## src/rtl/dac_spi_rx.sv

```systemverilog
// Receive side of the AD5662 SYNC/SCLK/DIN link: rebuilds each write frame into its
// 16-bit DAC code and 2-bit power-down field, in the DAC's own dataclk domain.
module dac_spi_rx #(
  parameter int unsigned SYNC_STAGES = 0,
  parameter int unsigned FRAME_BITS  = 24
) (
  input  logic        dataclk,
  input  logic        reset,
  input  logic        DAC_SYNC,
  input  logic        DAC_SCLK,
  input  logic        DAC_DIN,
  output logic [15:0] data_out,
  output logic [1:0]  pd_mode,
  output logic        frame_valid,
  output logic        frame_error,
  output logic [15:0] frame_count
);

  localparam int unsigned CNT_W   = 5;
  localparam int unsigned DATA_W  = 16;
  localparam int unsigned PD_W    = 2;
  localparam int unsigned COUNT_W = 16;
  // Only the trailing PD+D bits of a frame are kept; the current DIN completes the word.
  localparam int unsigned SR_W    = DATA_W + PD_W - 1;
  localparam logic [CNT_W-1:0] LAST_BIT = CNT_W'(FRAME_BITS - 1);

  typedef enum logic [1:0] {
    ARM,
    IDLE,
    SHIFT,
    DONE
  } state_t;

  logic sync_pin;
  logic sclk_pin;
  logic din_pin;

  generate
    if (SYNC_STAGES == 0) begin : g_tap
      assign sync_pin = DAC_SYNC;
      assign sclk_pin = DAC_SCLK;
      assign din_pin  = DAC_DIN;
    end else begin : g_sync
      logic [SYNC_STAGES-1:0] sync_ff;
      logic [SYNC_STAGES-1:0] sclk_ff;
      logic [SYNC_STAGES-1:0] din_ff;

      // Synchronizer chains reset low so SYNC never looks released before the pin says so.
      always_ff @(posedge dataclk) begin
        if (reset) begin
          sync_ff <= '0;
          sclk_ff <= '0;
          din_ff  <= '0;
        end else begin
          sync_ff[0] <= DAC_SYNC;
          sclk_ff[0] <= DAC_SCLK;
          din_ff[0]  <= DAC_DIN;
          for (int i = 1; i < int'(SYNC_STAGES); i++) begin
            sync_ff[i] <= sync_ff[i-1];
            sclk_ff[i] <= sclk_ff[i-1];
            din_ff[i]  <= din_ff[i-1];
          end
        end
      end

      assign sync_pin = sync_ff[SYNC_STAGES-1];
      assign sclk_pin = sclk_ff[SYNC_STAGES-1];
      assign din_pin  = din_ff[SYNC_STAGES-1];
    end
  endgenerate

  logic s_sync;
  logic s_sclk;
  logic s_din;
  logic sclk_prev;
  logic fall;

  always_ff @(posedge dataclk) begin
    if (reset) begin
      s_sync    <= 1'b0;
      s_sclk    <= 1'b0;
      s_din     <= 1'b0;
      sclk_prev <= 1'b0;
    end else begin
      s_sync    <= sync_pin;
      s_sclk    <= sclk_pin;
      s_din     <= din_pin;
      sclk_prev <= s_sclk;
    end
  end

  assign fall = sclk_prev & ~s_sclk;

  state_t             state;
  state_t             state_d;
  logic [SR_W-1:0]    sr;
  logic [SR_W-1:0]    sr_d;
  logic [CNT_W-1:0]   bit_cnt;
  logic [CNT_W-1:0]   bit_cnt_d;
  logic [DATA_W-1:0]  data_d;
  logic [PD_W-1:0]    pd_d;
  logic               valid_d;
  logic               error_d;
  logic [COUNT_W-1:0] count_d;

  always_ff @(posedge dataclk) begin
    if (reset) begin
      state       <= ARM;
      sr          <= '0;
      bit_cnt     <= '0;
      data_out    <= '0;
      pd_mode     <= '0;
      frame_valid <= 1'b0;
      frame_error <= 1'b0;
      frame_count <= '0;
    end else begin
      state       <= state_d;
      sr          <= sr_d;
      bit_cnt     <= bit_cnt_d;
      data_out    <= data_d;
      pd_mode     <= pd_d;
      frame_valid <= valid_d;
      frame_error <= error_d;
      frame_count <= count_d;
    end
  end

  // Frame tracking: SYNC rise always wins over a coincident SCLK fall.
  always_comb begin
    state_d   = state;
    sr_d      = sr;
    bit_cnt_d = bit_cnt;
    data_d    = data_out;
    pd_d      = pd_mode;
    valid_d   = 1'b0;
    error_d   = 1'b0;
    count_d   = frame_count;

    case (state)
      ARM: begin
        if (s_sync) state_d = IDLE;
      end
      IDLE: begin
        if (!s_sync) begin
          state_d   = SHIFT;
          bit_cnt_d = '0;
          if (fall) begin
            sr_d      = {sr[SR_W-2:0], s_din};
            bit_cnt_d = CNT_W'(1);
          end
        end
      end
      SHIFT: begin
        if (s_sync) begin
          state_d   = IDLE;
          error_d   = (bit_cnt != '0);
          bit_cnt_d = '0;
        end else if (fall) begin
          sr_d = {sr[SR_W-2:0], s_din};
          if (bit_cnt == LAST_BIT) begin
            data_d    = {sr[DATA_W-2:0], s_din};
            pd_d      = sr[SR_W-1 -: PD_W];
            valid_d   = 1'b1;
            count_d   = frame_count + COUNT_W'(1);
            bit_cnt_d = '0;
            state_d   = DONE;
          end else begin
            bit_cnt_d = bit_cnt + CNT_W'(1);
          end
        end
      end
      DONE: begin
        if (s_sync) state_d = IDLE;
      end
      default: state_d = ARM;
    endcase
  end

endmodule

```

## config.mk

```make
export PLATFORM = sky130hd
export DESIGN_NAME = dac_spi_rx
export DESIGN_NICKNAME = d
export VERILOG_FILES = /design/src/rtl/dac_spi_rx.sv
export SDC_FILE = /design/constraint.sdc
export NUM_CORES = 1
export LEC_CHECK = 0
export BUFFER_PORTS_ARGS = -buffer_cell sky130_fd_sc_hd__buf_2
export CAP_MARGIN = 5
export CORE_UTILIZATION = 56
export CTS_BUF_LIST = sky130_fd_sc_hd__clkbuf_16
export CTS_CLUSTER_SIZE = 8
export DETAILED_ROUTE_END_ITERATION = 12
export PLACE_DENSITY = 0.78
export SYNTH_ARGS = -nofsm -noshare
export SYNTH_HDL_FRONTEND = slang
export SYNTH_SLANG_ARGS = --single-unit
export TNS_END_PERCENT = 50
```

## constraint.sdc

```tcl
create_clock -name dataclk -period 2.18 [get_ports dataclk]
set_clock_uncertainty 0.05 [all_clocks]
set_input_delay 0.327 -clock dataclk [delete_from_list [all_inputs] [get_ports dataclk]]
set_output_delay 0.327 -clock dataclk [all_outputs]
set_load 0.03 [all_outputs]
```

==> impl_metrics.env <==
export IMPL_status="finished, violations left"
export IMPL_violations="DRC"
export IMPL_drt_iter0_drc=122
export IMPL_hold_class="primary input to register"
export IMPL_grt_max_degree=41
export IMPL_crit_fanout=10
export IMPL_wl_per_cell_um=13.1
export IMPL_end_kind="register"
export IMPL_routabilityCongestion=0.817
export IMPL_fin_crit_ns=2.00
export IMPL_die_width_um=71.4
export IMPL_r2r_end="state[0]"
export IMPL_worstPathCellList="ha_1 -> nand4b_4 -> o21ai_0 -> a21oi_1 -> a311oi_1"
export IMPL_r2r_slack_ns=0.18
export IMPL_final_period_utilization=0.919
export IMPL_clkSinkCount=64
export IMPL_power_density_mw_per_mm2=874
export IMPL_syn_nets=326
export IMPL_rows=24
export IMPL_n_antenna_cell=0
export IMPL_peakVddDrop_mv=0.643
export IMPL_rsz0062_at_grt="false"
export IMPL_design_area_mm2=0.00319
export IMPL_hold_viol=0
export IMPL_crit_required_ns=2.35
export IMPL_grt_pass1_wl_mm=9.15
export IMPL_drc=4
export IMPL_grt_antenna_before_repair=0
export IMPL_grt_overflow=0
export IMPL_synth_cell_types=48
export IMPL_areaGrowthSynthToFinish_pct=18.2
export IMPL_dr_pass1_iters=9
export IMPL_ant_nets=0
export IMPL_synth_area_mm2=0.00270
export IMPL_cts_resized=0
export IMPL_fin_tns_setup_ns=0
export IMPL_synthArstFlopShare=0
export IMPL_slowest_stage="o21ai_0"
export IMPL_clockRootBuffer="clkbuf_16"
export IMPL_cp_num_cells=5
export IMPL_crit_path_start="bit_cnt[0]"
export IMPL_dieArea_mm2=0.00510
export IMPL_placed_area_mm2=0.00292
export IMPL_postCtsSetupBuffers=0
export IMPL_ys_warn_count=0
export IMPL_synth_seq_cells=64
export IMPL_fp_dieH_um=71.4
export IMPL_slew_headroom=0.637
export IMPL_critPathArrivalTime_ns=2.17
export IMPL_hold_buffers=0
export IMPL_slew_viol_final=0
export IMPL_finalPower_uw=2790
export IMPL_clkTransAtPathRegs_ns=0.05
export IMPL_ys_seq_area_frac=0.475
export IMPL_holdWs_ns=0.174
export IMPL_cp_top_family="compound AO/OA/AOI/OAI gates"
export IMPL_vias_per_cell=5.56
export IMPL_clock_latency_ns=0.32
export IMPL_reg2regPathDepth=5
export IMPL_grt_pass1_vias=2016
export IMPL_synth_edf_count=0
export IMPL_fmaxAchievable_ghz=0.499
export IMPL_criticalPathCategory="register to register"
export IMPL_setup_ws_ns=0.176
export IMPL_dpl_hpwl_mm=3.46
export IMPL_cts_inserted_buffers=9
export IMPL_start_util=0.599
export IMPL_layout_nets=363
export IMPL_coreArea_mm2=0.00450
export IMPL_crit_path_start_kind="register"
export IMPL_synthCells=315
export IMPL_cp_slowest_stage_delay_ns=0.46
export IMPL_power_leakage_uw=0.00128
export IMPL_cts_tree="done"
export IMPL_cts_path_max_buffers=2
export IMPL_synth_main_ff_cell="dfxtp_1"
export IMPL_io_pins=41
export IMPL_vias=2275
export IMPL_h_tree_depth=3
export IMPL_avgSynthCellArea_um2=8.56
export IMPL_critical_path_buf_inv_count=0
export IMPL_drv_cap=0
export IMPL_cp_endpoint="state[0]"
export IMPL_port_buffers=40
export IMPL_setup_violations_final=0
export IMPL_gr_usage_all_layers=0.229
export IMPL_place_ws_ns=0.169
export IMPL_drive_gt1_frac=0.196
export IMPL_worstMarginPinSlew_ns=0.545
export IMPL_worstReg2RegStart="bit_cnt[0]"
export IMPL_routed_wl_mm=5.37
==> worst register-to-register path: cells and delay by family, from the launching register on <==
kind / cells / cell delay [ns]
compound gates: 3 / 0.90
fa+ha+maj: 1 / 0.32
simple gates: 1 / 0.26
flops: 1 / 0.38
==> area by class of cell <==
class                   instances  area, um^2
well taps                      52        65.1
flip-flops and latches         64        1280
clock buffers                   9         225
fillers                       357        1320
repair buffers                 45         250
multi-input cells             224        1290
inverters                       8        30.0
clock inverters                 7        40.0
==> worst min path at each step <==
stage / start / cells after the start / slack (ns) / end
after CTS: DAC_SCLK / 2 / 0.17 / s_sclk
after detailed placement: pd_mode[1] / 2 / 0.39 / pd_mode[1]
after global routing: DAC_SYNC / 2 / 0.18 / s_sync
after floorplan: s_din / 2 / 0.38 / sr[0]
after global placement: data_out[0] / 2 / 0.39 / data_out[0]
final: DAC_SCLK / 2 / 0.17 / s_sclk
==> Yosys cell counts (3+ instances only) <==
library cell	instances	area share
nand2b_1	3	0.0070
nor2b_1	8	0.019
inv_1	8	0.011
xnor2_1	7	0.023
nor2_1	16	0.022
nand2_1	77	0.11
clkbuf_1	11	0.015
nor3_1	4	0.0074
a21oi_1	48	0.089
nand4_1	4	0.0093
o21ai_0	3	0.0056
ha_1	6	0.028
dfxtp_1	64	0.48
nand3_1	10	0.019
nor4_1	4	0.0093
==> cell usage in the layout (no fill, tap or decap), types with 2 or more instances in the layout <==
| cell | count |
|---|---|
| clkinv_1 | 2 |
| nor2_1 | 16 |
| ha_1 | 6 |
| clkbuf_16 | 9 |
| nor3_2 | 2 |
| clkinvlp_4 | 2 |
| nor4_4 | 2 |
| nand2b_1 | 3 |
| dfxtp_1 | 64 |
| buf_2 | 40 |
| nor2b_1 | 8 |
| nor3_1 | 3 |
| xnor2_1 | 7 |
| nand3b_1 | 2 |
| buf_4 | 4 |
| and4b_1 | 2 |
| a21oi_1 | 48 |
| nand3_1 | 10 |
| a31o_2 | 2 |
| nor4_1 | 4 |
| nand4_1 | 4 |
| inv_1 | 9 |
| nand2_1 | 77 |
| o21ai_0 | 3 |
| mux2_1 | 2 |
| a21bo_2 | 2 |
==> sequential cells by signal, summed over array words and instances, names as in the netlist <==
register,flops
bit_cnt,5
data_out,16
frame_count,16
frame_error,1
frame_valid,1
pd_mode,2
s_din,1
s_sclk,1
s_sync,1
sclk_prev,1
sr,17
state,2
==> cells by family after synthesis <==
| family | count (synthesis) | share of synthesized area |
|---|---|---|
| simple gates | 145 | 0.284 |
| flops | 64 | 0.475 |
| compound gates | 62 | 0.128 |
| buf+inv | 27 | 0.0464 |
| xor+xnor | 7 | 0.0227 |
| fa+ha+maj | 6 | 0.0278 |
| mux | 4 | 0.0162 |
==> metal layers <==
metal  global-route usage  vias up  wire (um)
met2                0.379       72       2640
met4                0.109        0         55
met1                0.293     1049       2430
met5                    0        -          0
li1                     -     1148          -
met3               0.0394        6        245
==> metrics by stage <==
| stage | std cells | utilization |
|---|---|---|
| 4_1_cts | 409 | 0.708 |
| 6_report | 409 | 0.708 |
| 3_5_place_dp | 393 | 0.649 |
| 3_3_place_gp | 393 | 0.649 |
| 2_1_floorplan | 315 | - |
| 5_1_grt | 409 | 0.708 |
==> where the power goes <==
group / switching (uW) / internal, uW / total (uW) / leakage, uW
Sequential: 26.4 / 1200 / 1220 / 0.000517
Clock: 483 / 755 / 1240 / 0.000128
Combinational: 219 / 105 / 324 / 0.000639
(Power assumes the default switching activity.)
